$ cat config.mk
export PLATFORM = sky130hd
export DESIGN_NAME = mdf_alu
export DESIGN_NICKNAME = d
export VERILOG_FILES = /design/src/rtl/mdf_alu_pkg.sv /design/src/rtl/mdf_alu_state.sv /design/src/rtl/mdf_alu.sv
export SDC_FILE = /design/constraint.sdc
export NUM_CORES = 1
export LEC_CHECK = 0
export ABC_AREA = 1
export BUFFER_PORTS_ARGS = -buffer_cell sky130_fd_sc_hd__buf_4
export CORE_MARGIN = 5
export CORE_UTILIZATION = 30
export DETAILED_ROUTE_END_ITERATION = 16
export SETUP_SLACK_MARGIN = 0.3
export SYNTH_ARGS = -nofsm -noshare
export SYNTH_HDL_FRONTEND = slang
export SYNTH_SLANG_ARGS = --single-unit
$ cat constraint.sdc
create_clock -name clk -period 8.22 [get_ports clk]
set_input_delay 1.233 -clock clk [delete_from_list [all_inputs] [get_ports clk]]
set_output_delay 1.233 -clock clk [all_outputs]
set_load 0.005 [all_outputs]
$ cat src/rtl/mdf_alu_pkg.sv
// Shared constants and state codes for the multi-cycle multiply unit.
// Latency: n/a (definitions only).
// Backpressure: n/a (definitions only).
package mdf_alu_pkg;

    localparam int WIDTH   = 32;
    localparam int STATE_W = 3;
    localparam int LANE_W  = 8;

    // Sequencer state codes. Codes 6 and 7 are never produced and recover to IDLE.
    typedef enum logic [STATE_W-1:0] {
        IDLE  = 3'd0,
        CALC0 = 3'd1,
        CALC1 = 3'd2,
        CALC2 = 3'd3,
        CALC3 = 3'd4,
        DONE  = 3'd5
    } mdfState_t;

endpackage

$ cat src/rtl/mdf_alu_state.sv
// Sequencer for the multiply unit: IDLE -> CALC0..CALC3 -> DONE -> IDLE.
// Latency: four calculation cycles after the accept edge, then DONE until accepted.
// Backpressure: holds DONE while resultAC is low; inEN is only honoured in IDLE.
module mdf_state
    import mdf_alu_pkg::*;
(
    input  logic               clk,
    input  logic               nRST,
    input  logic               inEN,
    input  logic               resultAC,
    output logic [STATE_W-1:0] stateOut,
    output logic               finished
);

    // Kept as plain bits so an illegal code can still be decoded and recovered from.
    logic [STATE_W-1:0] stateQ;
    logic [STATE_W-1:0] nextState;

    // State register plus a registered DONE decode so finished never glitches.
    always_ff @(posedge clk or posedge nRST) begin
        if (nRST) begin
            stateQ   <= IDLE;
            finished <= 1'b0;
        end else begin
            stateQ   <= nextState;
            finished <= (nextState == DONE);
        end
    end

    // Next-state selection; anything unrecognised falls back to IDLE.
    always_comb begin
        nextState = IDLE;
        case (stateQ)
            IDLE:    nextState = inEN ? CALC0 : IDLE;
            CALC0:   nextState = CALC1;
            CALC1:   nextState = CALC2;
            CALC2:   nextState = CALC3;
            CALC3:   nextState = DONE;
            DONE:    nextState = resultAC ? IDLE : DONE;
            default: nextState = IDLE;
        endcase
    end

    assign stateOut = stateQ;

endmodule

$ cat src/rtl/mdf_alu.sv
// 32x32 multiply (low 32 bits) built from four 32x8 partial products, one per cycle.
// Latency: result and finished appear on the fourth edge after the accept edge.
// Backpressure: result is held in DONE until resultAC; no new issue while busy or done.
module mdf_alu
    import mdf_alu_pkg::*;
(
    input  logic               clk,
    input  logic               nRST,
    input  logic               inEN,
    input  logic               resultAC,
    input  logic [WIDTH-1:0]   dataIn1,
    input  logic [WIDTH-1:0]   dataIn2,
    output logic [WIDTH-1:0]   result,
    output logic [STATE_W-1:0] stateOut,
    output logic               finished
);

    logic [WIDTH-1:0]  opA;
    logic [WIDTH-1:0]  opB;
    logic [WIDTH-1:0]  acc;
    logic [LANE_W-1:0] laneByte;
    logic [4:0]        laneShift;
    logic [WIDTH-1:0]  partial;
    logic [WIDTH-1:0]  accSum;

    mdf_state uState (
        .clk      (clk),
        .nRST     (nRST),
        .inEN     (inEN),
        .resultAC (resultAC),
        .stateOut (stateOut),
        .finished (finished)
    );

    // Pick the multiplier byte and its weight for the current calculation step.
    always_comb begin
        laneByte  = '0;
        laneShift = '0;
        case (stateOut)
            CALC0: begin laneByte = opB[7:0];   laneShift = 5'd0;  end
            CALC1: begin laneByte = opB[15:8];  laneShift = 5'd8;  end
            CALC2: begin laneByte = opB[23:16]; laneShift = 5'd16; end
            CALC3: begin laneByte = opB[31:24]; laneShift = 5'd24; end
            default: begin laneByte = '0; laneShift = '0; end
        endcase
    end

    // Unsigned partial product; bits above WIDTH are dropped, which keeps the
    // low half identical to the signed product.
    assign partial = (opA * {{(WIDTH-LANE_W){1'b0}}, laneByte}) << laneShift;
    assign accSum  = acc + partial;

    // Operand latches, accumulator and result register, steered by the sequencer state.
    always_ff @(posedge clk or posedge nRST) begin
        if (nRST) begin
            opA    <= '0;
            opB    <= '0;
            acc    <= '0;
            result <= '0;
        end else begin
            case (stateOut)
                IDLE: begin
                    if (inEN) begin
                        opA <= dataIn1;
                        opB <= dataIn2;
                        acc <= '0;
                    end
                end
                CALC0, CALC1, CALC2: acc <= accSum;
                CALC3: begin
                    acc    <= accSum;
                    result <= accSum;
                end
                default: ;
            endcase
        end
    end

endmodule

# Word-level counts from Yosys, hierarchy flattened
# Index checks and enable logic that the tools add are counted.
# totals
mem_count	0
regBits	132
latch_bits	0
romBits	0
ramBits	0
# classes
magnitude_cmp	0
bitwise	0
n_mul	1
n_addsub	1
n_shift	1
n_eq_ne	7
n_reduce_logical	5
n_div	0
muxes	7
# ops
operator	n
case mux 32 bit (2 select lines)	1
adder 32 bit	1
multiplier 32 x 8 -> 32 bit	1
2-to-1 mux 32 bit	1
case mux 8 bit (4 select lines)	1
left shift 32 x 5 -> 32 bit	1
case mux 3 bit (6 select lines)	1
case mux 5 bit (3 select lines)	1
== test 3 bit, second input constant	3
== test 3 x 2 -> 1 bit, second input constant	2
AND reduction 2 bit	2
OR reduction 4 bit	1
== test 3 x 1 -> 1 bit, second input constant	1
zero test 3 bit	1
2-to-1 mux 3 bit	1
!= test 2 bit, second input constant	1
nonzero test 2 bit	1
2-to-1 mux 1 bit	1

# Longest topological paths before layout
# logic_depth
word_depth	6
depth_mapped	43

# Cells and area by module
# A second synthesis with hierarchy kept.
# hier_totals
hier_cells	1799
hier_area_um2	13945.9
# by_module_without_submodules
mod	n_inst	seq_area_each_um2	area_each_um2	cells_each
mdf_alu	1	3203.1	13768.2	1779
mdf_state	1	100.1	177.7	20

# Worst setup path after synthesis
# OpenSTA, ideal clock, no wires.
# synth_timing
kind	register to register
from	register uState.stateQ[1] (netlist: uState.stateOut[1])
to	register acc[31]
arrival_time_ns	6.946
setup_ns	0.117
setup_slack_ns	1.157
path_buffers	2
required_time_ns	8.103
path_stages_with_launch	42
cell_sequence	dfrtp_1 buf_6 nor2_1 nand3_1 nand4_2 clkinv_1 clkbuf_1 nor2_1 ha_1 inv_1 fa_1 inv_1 fa_1 inv_1 fa_1 inv_1 ha_1 a21oi_1 [6 not listed] xor2_1 nand2_1 nand2_1 nand2_1 o21ai_0 ha_1 a21oi_1 o21ai_0 a21oi_1 nand3_1 a21o_1 a21oi_1 o21ai_0 xor2_1 inv_1 nand3_1 nand3_1 nand2_1
# synth_via
elab_chain_cells	6
# synth_rtl
item	line	source
start: declaration	mdf_alu_state.sv:16	logic [STATE_W-1:0] stateQ;
start signal: assignment	mdf_alu_state.sv:25	stateQ <= nextState;
== test 3 bit (tied with other cells)	mdf_alu.sv:39, mdf_alu.sv:61	
case mux 8 bit (4 select lines)	mdf_alu.sv:39	case (stateOut)
multiplier 32 x 8 -> 32 bit	mdf_alu.sv:50	assign partial = (opA * {{(WIDTH-LANE_W){1'b0}}, laneByte}) << laneShift;
left shift 32 x 5 -> 32 bit	mdf_alu.sv:50	
adder 32 bit	mdf_alu.sv:51	assign accSum = acc + partial;
case mux 32 bit (2 select lines)	mdf_alu.sv:61	case (stateOut)
end signal: assignment	mdf_alu.sv:69	CALC0, CALC1, CALC2: acc <= accSum;
end signal: assignment	mdf_alu.sv:71	acc <= accSum;
end: declaration	mdf_alu.sv:20	logic [WIDTH-1:0] acc;
# Parallel ways exist; a longest one is shown, timed or not.
# A chain may end at the register's enable or synchronous reset.

# Worst setup path after layout
# layout_timing
from	register uState.stateQ[0] (netlist: uState.stateOut[0])
to	register result[29]
# layout_via
elab_chain_cells	5
# layout_rtl
item	line	source
== test 3 bit (tied with other cells)	mdf_alu.sv:39, mdf_alu.sv:61	
case mux 8 bit (4 select lines)	mdf_alu.sv:39	
multiplier 32 x 8 -> 32 bit	mdf_alu.sv:50	
left shift 32 x 5 -> 32 bit	mdf_alu.sv:50	
adder 32 bit	mdf_alu.sv:51	
end signal: assignment	mdf_alu.sv:72	result <= accSum;
end: declaration	mdf_alu.sv:13	output logic [WIDTH-1:0] result,
# Parallel ways exist; a longest one is shown, timed or not.

==> key figures <==
Route
  – Via Count: 11979
  – ANT nets after route: 0
  – Routed wire length: 41300 um
  – Vias per inst: 4.83
  – 1st-pass router iterations: 6
  – Remaining DRCs: 0
  – Drt wl/cell: ~17 um
  – Initial DRC Count: 784

Setup path
  – Crit path max-delay family: adder cells
  – Levels on crit path: 34
  – Largest stage delay on the critical path: roughly 530 ps
  – Reg2reg start: uState.stateOut[0]
  – WP buf/inv: 7
  – Critical path startpoint category: flip-flop
  – Critical path fanouts, max: 20
  – R2R Setup Slk: just under 800 ps
  – R2R cell count: 34
  – Required time worst endpoint: 8530 ps
  – CP arrival: between 7000 and 8000 ps
  – Critical Path Sink Type: flip-flop
  – Type of the worst setup path: reg -> reg
  – R2r endpoint: result[29]
  – Slowest cell on crit path: fa_1

Logic synthesis
  – Netlist Area Pre-Place: 13600 um2
  – Syn_area_per_cell: 7.72 um2
  – Post-synth ARST share: 1.00
  – Yosys top cell area share: 0.243
  – Post-Syn Nets: 2059
  – Synth cell types: 48
  – Top post-synthesis cells by area: dfrtp_1 24%, fa_1 23%, nand2_1 12%
  – Most common cell in the netlist: nand2_1
  – Yosys top cell by area: dfrtp_1
  – Top_reg_cell synth: dfrtp_1
  – Post-synth EDFFs: 0
  – Seq cells post-synth: 132
  – Commonest cells in the synthesized netlist: 433 x nand2_1, 248 x inv_1, 217 x nor2_1
  – Post-synthesis sequential area ratio: 0.243
  – Yosys warns: 0
  – Post-Syn Instances: 1760

Global routing
  – Vias in the first global route: between 10000 and 15000
  – Initial antenna violation count: 0
  – GRT overflow: 0
  – Tot GR Track Use: 0.169
  – First-pass GRT wire length: 67100 um
  – Largest net degree at the start of global routing: 75

Placement
  – PortBufs: 103
  – Area after DPL: 15100 um2
  – DP Worst Slack: 68.9 ps
  – HPWL Detailed: between 30000 and 40000 um
  – Global placement routability congestion: 0.935

Timing
  – Post-layout min period: around 7400 ps
  – Worst hold margin: 478 ps
  – Unrepaired setup endpoints after global routing: no
  – Setup TNS: 0 ps
  – Max Fclk: 134 MHz
  – Setup Viol. Count Final: 0
  – Slew Limit Headroom: 0.357
  – Final Max Slew Viols: 0
  – PnR worst setup slack: ~780 ps
  – Post-route clock period utilization: 0.905
  – Slew @ Worst Pin: 965 ps
  – Clock skew: roughly 21 ps
  – Hold Vio Cnt, Final: 0

Min path
  – Cells on Worst Hold Path: 2
  – Worst Hold Launch: opB[23]
  – Worst min path class: reg -> reg
  – Hold Crit Endpoint: opB[23]

Final layout
  – Layout cell share with drive strength beyond 1: 0.126
  – Layout area overhead: 17.0%
  – Diode count: 0
  – Fillcell total: 4845
  – Nets@finish: 2168
  – Fin area: 15900 um2

Clock tree
  – CTS Sinks: 132
  – TritonCTS Buffers: 17
  – Clock Latency Late Sink: around 460 ps
  – CTS tree: done
  – CTS H-tree lvls: 4
  – Root buffer cell: clkbuf_16
  – Maximum clock insertion buffer count: 2
  – Clock transition at the registers of the reported paths: roughly 60 ps

Die
  – Die area: 49600 um2
  – Die Height: ~220 um
  – Core Region: 45100 um2
  – I/O pin count: 104
  – Initial Utilization: 0.301
  – Chip Width: approximately 220 um
  – Row count: 78

Job
  – Max-cap violation count: 0

Outcome
  – Status: finished, final reports clean
-- worst register-to-register path, delay by kind of cell (launching register included) --
kind            cells  cell delay, ps
flops               1             490
fa+ha+maj           6            2770
simple gates       12            1720
buf+inv             7             780
compound gates      8            1340
xor+xnor            1             200
-- routing by layer --
layer	track usage	routed length, um
met1	0.234	18900
met2	0.269	18900
met3	0.0365	2670
met4	0.0457	841
met5	0	0
-- worst max-delay path by stage --
stage                        from          to
2_1_floorplan  uState.stateOut[1]     acc[31]
4_1_cts        uState.stateOut[1]  result[30]
3_3_place_gp   uState.stateOut[0]  result[30]
5_1_grt        uState.stateOut[1]  result[29]
3_5_place_dp   uState.stateOut[0]  result[30]
6_report       uState.stateOut[0]  result[29]
-- through the flow --
stage	util	cells
after detailed placement	0.336	2441
after CTS	0.349	2475
after global routing	0.353	2482
after global placement	0.336	2441
after floorplan	-	1760
final	0.353	2482
-- state kept, by name (all words and copies together), names as in the netlist --
signal / count
result: 32
opA: 32
opB: 32
uState.finished: 1
uState.stateOut: 3
acc: 32
-- final cells by class --
class	count	area [um2]	share of cell area
sequential	132	3310	0.208
timing repair buffer	142	1070	0.0675
multi-input combinational	1313	9210	0.579
clock inverter	11	95.1	0.00598
inverter	263	1000	0.0629
tap	600	751	0.0472
clock buffer	21	460	0.0290
-- layout by cell type, fill, tap and decap left out, types with 3 or more instances in the layout --
cell / netlist / final
nand2_1: 433 / 430
inv_1: 248 / 245
nor2_1: 217 / 214
fa_1: 157 / 157
buf_4: 0 / 140
dfrtp_1: 132 / 129
o21ai_0: 135 / 125
ha_1: 74 / 73
a21oi_1: 73 / 67
nand3_1: 65 / 64
xor2_1: 31 / 31
nand4_1: 24 / 24
clkbuf_16: 0 / 17
clkinv_1: 11 / 10
o21ai_1: 5 / 10
or2_2: 10 / 10
xnor2_1: 9 / 9
o21bai_1: 9 / 9
a31oi_1: 10 / 9
nand2_2: 5 / 8
a32o_1: 8 / 8
nor3_1: 9 / 7
nor2_4: 5 / 6
a21oi_2: 0 / 6
o21ai_2: 1 / 6
clkinv_4: 0 / 6
inv_2: 4 / 4
inv_6: 0 / 4
inv_4: 0 / 3
nor3_2: 1 / 3
o211ai_1: 3 / 3
nand3_2: 2 / 3
nor2_2: 1 / 3
a21boi_2: 0 / 3
dfrtp_2: 0 / 3
-- repair_timing --
| item | CTS | global route |
|---|---|---|
| hold buffers | 0 | 0 |
| buffers inserted | 2 | 7 |
| pin swaps | 2 | 8 |
| setup endpoints to repair | 11 | 26 |
| resized for setup | 9 | 39 |
-- logic make-up after synthesis --
logic type | after synthesis | share of synthesized area
adders and majority gates | 231 | 0.299
DFF | 132 | 0.243
buffers and inverters | 315 | 0.0886
xor gates and xnor gates | 40 | 0.0258
AOI/OAI and AO/OA | 259 | 0.105
and+or+nand+nor | 782 | 0.238
muxes | 1 | 0.000737
Power is left out: the tool's default activity adds up to more than one toggle a clock period on the data nets, which glitch-free logic cannot reach.
